## src/rtl/muladd8_top.sv

```systemverilog
// muladd8_top: sequential shift-add reconstruction of a dividend Y = Q*B + R with a validity flag
module muladd8_top #(
  parameter int W = 8
) (
  input  logic           clk,
  input  logic           rst,
  input  logic           start,
  input  logic [W-1:0]   Q,
  input  logic [W-1:0]   B,
  input  logic [W-1:0]   R,
  output logic           busy,
  output logic           done,
  output logic           err,
  output logic [2*W-1:0] Y,
  output logic [W-1:0]   A
);
  localparam int CW = $clog2(W);
  typedef enum logic [1:0] {IDLE, CALC, DONE} state_t;
  state_t state_q, state_d;
  logic [W-1:0] q_q, q_d, b_q, b_d, r_q, r_d;
  logic [2*W-1:0] acc_q, acc_d, y_q, y_d, add;
  logic [CW-1:0] cnt_q, cnt_d;
  logic err_q, err_d, last;
  assign add = q_q[cnt_q] ? {{W{1'b0}}, b_q} << cnt_q : '0;
  assign last = cnt_q == CW'(W - 1);
  always_comb begin
    state_d = state_q;
    q_d = q_q;
    b_d = b_q;
    r_d = r_q;
    acc_d = acc_q;
    cnt_d = cnt_q;
    y_d = y_q;
    err_d = err_q;
    case (state_q)
      IDLE: if (start) begin
        state_d = CALC;
        q_d = Q;
        b_d = B;
        r_d = R;
        acc_d = {{W{1'b0}}, R};
        cnt_d = '0;
      end
      CALC: begin
        acc_d = acc_q + add;
        cnt_d = cnt_q + CW'(1);
        state_d = last ? DONE : CALC;
        y_d = last ? acc_d : y_q;
        err_d = last ? (b_q == '0 || r_q >= b_q || |acc_d[2*W-1:W]) : err_q;
      end
      default: state_d = IDLE;
    endcase
  end
  always_ff @(posedge clk) begin
    if (rst) begin
      state_q <= IDLE;
      q_q <= '0;
      b_q <= '0;
      r_q <= '0;
      acc_q <= '0;
      cnt_q <= '0;
      y_q <= '0;
      err_q <= 1'b0;
    end else begin
      state_q <= state_d;
      q_q <= q_d;
      b_q <= b_d;
      r_q <= r_d;
      acc_q <= acc_d;
      cnt_q <= cnt_d;
      y_q <= y_d;
      err_q <= err_d;
    end
  end
  assign busy = state_q != IDLE;
  assign done = state_q == DONE;
  assign err = err_q;
  assign Y = y_q;
  assign A = y_q[W-1:0];
endmodule

```

## config.mk

```make
export PLATFORM = sky130hd
export DESIGN_NAME = muladd8_top
export DESIGN_NICKNAME = d
export VERILOG_FILES = /design/src/rtl/muladd8_top.sv
export SDC_FILE = /design/constraint.sdc
export NUM_CORES = 1
export LEC_CHECK = 0
export ABC_AREA = 1
export ABC_CLOCK_PERIOD_IN_PS = 3000
export BUFFER_PORTS_ARGS = -buffer_cell sky130_fd_sc_hd__buf_2
export CAP_MARGIN = 20
export CORE_MARGIN = 5
export CORE_UTILIZATION = 41
export DETAILED_ROUTE_END_ITERATION = 6
export GPL_TIMING_DRIVEN = 0
export PLACE_DENSITY = 0.68
export SKIP_CTS_REPAIR_TIMING = 1
export SYNTH_ARGS = -nofsm -noshare
export SYNTH_HDL_FRONTEND = slang
export SYNTH_SLANG_ARGS = --single-unit
```

## constraint.sdc

```tcl
create_clock -name clk -period 3 [get_ports clk]
set_input_delay 0.3 -clock clk [delete_from_list [all_inputs] [get_ports clk]]
set_output_delay 0.3 -clock clk [all_outputs]
set_load 0.01 [all_outputs]
```

==> flow_summary.toml <==
[critical_path]
crit_fanout = 10
crit_top_cell = "nand2_1"
critical-path-max-stage-delay_ps = 390
end_kind = "register"
crit_chain = "buf_4 -> o21ai_1 -> o22ai_2 -> nand2_2 -> nor3_2 -> ha_2 -> fa_2 -> nand3_1 -> nand3_2 -> nand2_1 -> nand2_1 -> nand2_1 -> nand3_1 -> nand2_1 -> nor2_1 -> nand3_1 -> nor2_1 -> nor2_1"
reg2regPathDepth = 18
worstPathRequired_ps = 3230
crit_slowest_cell = "dfxtp_2"
path_buf_inv = 1
path_class = "reg2reg"
start_kind = "register"
cp_num_cells = 18
crit_family = "simple AND/OR/NAND/NOR gates"
crit_arrival_ps = 3030

[detailed_routing]
wl_um = 10820
first_pass_iters = 5
drt-initial-drc-count = 211
num_vias = 3956
routed_via_density = 5.151
drc = 0
post_drt_wl_per_cell_um = 14.09
ant_nets = 0

[placed_design]
routabilityCongestion = 0.9265
dpl.cell_count = 752
port_buffers = 52
dpl_cell_area_sq_um = 4198
hpwl_um = 8520

[sta]
max-slew-margin-rel = 0.6388
maxSlewViolCount = 0
final.setup.tns_ps = 0
fmax_mhz = 357.7
finalClockSkew_ps = 11.41
setup_viol = 0
finalCriticalPeriod_ps = 2796
period_share = 0.9319
tightest_slew_ps = 541.8
hold_violations = 0

[power_and_ir_drop]
finalPower_uw = 2019
vdd_ir_drop_max_mv = 0.3391
p_leak_uw = 0.002306
power_density_nw_per_um2 = 449.8

[synth]
yosysTopAreaCell = "dfxtp_1"
yosysSeqAreaShare = 0.3267
syn_inst = 589
avgSynthCellArea_sq_um = 6.449
synthesis.area_sq_um = 3799
ys_types = 32
synth_top_area_share = 0.3267
ys_seq_elements = 62
syn-num-nets = 642
yosys_warnings = 0
ys_top_cells_by_area = "dfxtp_1 33%, nand2_1 15%, o21ai_0 8.3%"

[floorplan]
die_h_um = 106.3
fp.dieW_um = 106.3
ios = 54
start_util = 0.4150
num_rows = 35
core_area_sq_um = 9153
dieArea_sq_um = 11290

[flow_run]
maxCapViolCount = 0

[cts]
cts.sinks = 62
clk_latency_ps = 340
clock_path_buffers = 2
cts_tree = "built"
path_clk_slew_ps = 70
htreeDepth = 3
clockRootBuffer = "clkbuf_8"
cts_buffers = 9

[global_route]
grt_use_total = 0.1966
grt_pass1_wl_um = 17610
grt-ovfl-total = 0
grt_pass1_vias = 3678
antenna_found_initial = 0
grt_max_degree = 11

[finish]
syn_to_final_growth_pct = 18.18
final_common_cell = "nand2_1"
drive_gt1_frac = 0.1750
stdcell_count = 768
finalNetCount = 705
antenna_cells = 0
final_cell_mix = "152 x nand2_1, 75 x nor2_1, 71 x inv_1"
fin_area_sq_um = 4489

[run_status]
run_status = "finished, final reports clean"

[min_path]
hold_depth = 3
min_path_type = "in2reg"
-- layout make-up --
| type | count | area [sq um] |
|---|---|---|
| buffer | 28 | 156.4 |
| clock buffer | 13 | 158.9 |
| clock inverter | 3 | 42.54 |
| fill | 931 | 4663 |
| inverter | 76 | 285.3 |
| multi-input combinational | 423 | 2201 |
| sequential | 62 | 1246 |
| tap | 111 | 138.9 |
| timing repair buffer | 52 | 260.3 |
-- path summary, 6_finish.rpt --
check,start,end,slack [ps]
worst max register to register,cnt_q[0],err,200
worst max-delay path,cnt_q[0],err,200
worst min register to register,Y[10],Y[10],460
worst min-delay path,Q[3],q_q[3],210
-- where the power goes --
group          switching [uW]  total (uW)  leakage [uW]  internal, uW
clock                     324         752     0.0000996           428
combinational             244         371       0.00170           127
sequential               31.5         896      0.000508           864
total                     599        2020       0.00231          1420
-- metal layers --
layer	vias up	part of all wire	track usage
met5	-	0	0
met4	0	0.017	0.05828
met3	12	0.047	0.03279
li1	2005	-	-
met2	107	0.47	0.3231
met1	1832	0.47	0.2643
-- logic make-up (layout without fill, tap and decap cells) --
group,count (synthesis),after routing,synth area share
XOR/XNOR,6,6,0.01384
flip-flops,62,62,0.3267
AO/OA/AOI/OAI,116,116,0.1598
adder cells (fa/ha/maj),26,26,0.08762
AND/OR/NAND/NOR,274,274,0.2964
buffers and inverters,104,172,0.1130
multiplexers,1,1,0.002635
-- synth_stat cells --
library cell	number
nand2_1	156
nor2_1	77
inv_1	71
o21ai_0	63
dfxtp_1	62
a21oi_1	41
ha_1	25
nand3_1	19
clkbuf_1	13
buf_4	8
buf_2	7
nand4_1	5
nor3_1	5
inv_2	4
a31oi_1	3
nand2_2	3
nand3b_1	3
o221ai_1	3
xnor2_1	3
xor2_1	3
nand3_2	2
nor2_4	2
o22ai_1	2
a211oi_1	1
a21oi_2	1
clkinv_1	1
fa_1	1
mux2i_1	1
nor2_2	1
nor3_2	1
o21a_1	1
o21ai_1	1
-- flip-flops by register name, indices dropped and copies added, names as in the netlist --
name     count
cnt_q        3
q_q          8
acc_q       16
state_q      2
Y           16
r_q          8
err          1
b_q          8
-- tightest hold or removal path: cells and delay by family --
| kind | cells | cell delay [ps] |
|---|---|---|
| buffers and inverters | 1 | 70 |
| AO/OA/AOI/OAI | 1 | 70 |
| AND/OR/NAND/NOR | 1 | 70 |
-- through the flow --
step | utilization | setup slack (ps) | hold WS [ps]
after floorplan | - | 497.8 | 444.4
after global placement | 0.4586 | 7.960 | 453.1
after detailed placement | 0.4586 | -53.58 | 458.6
after CTS | 0.4807 | -78.57 | 201.5
after global routing | 0.4905 | -48.48 | 211.0
final | 0.4905 | 204.3 | 205.6
Note: power is estimated with default switching activity, not from simulation.
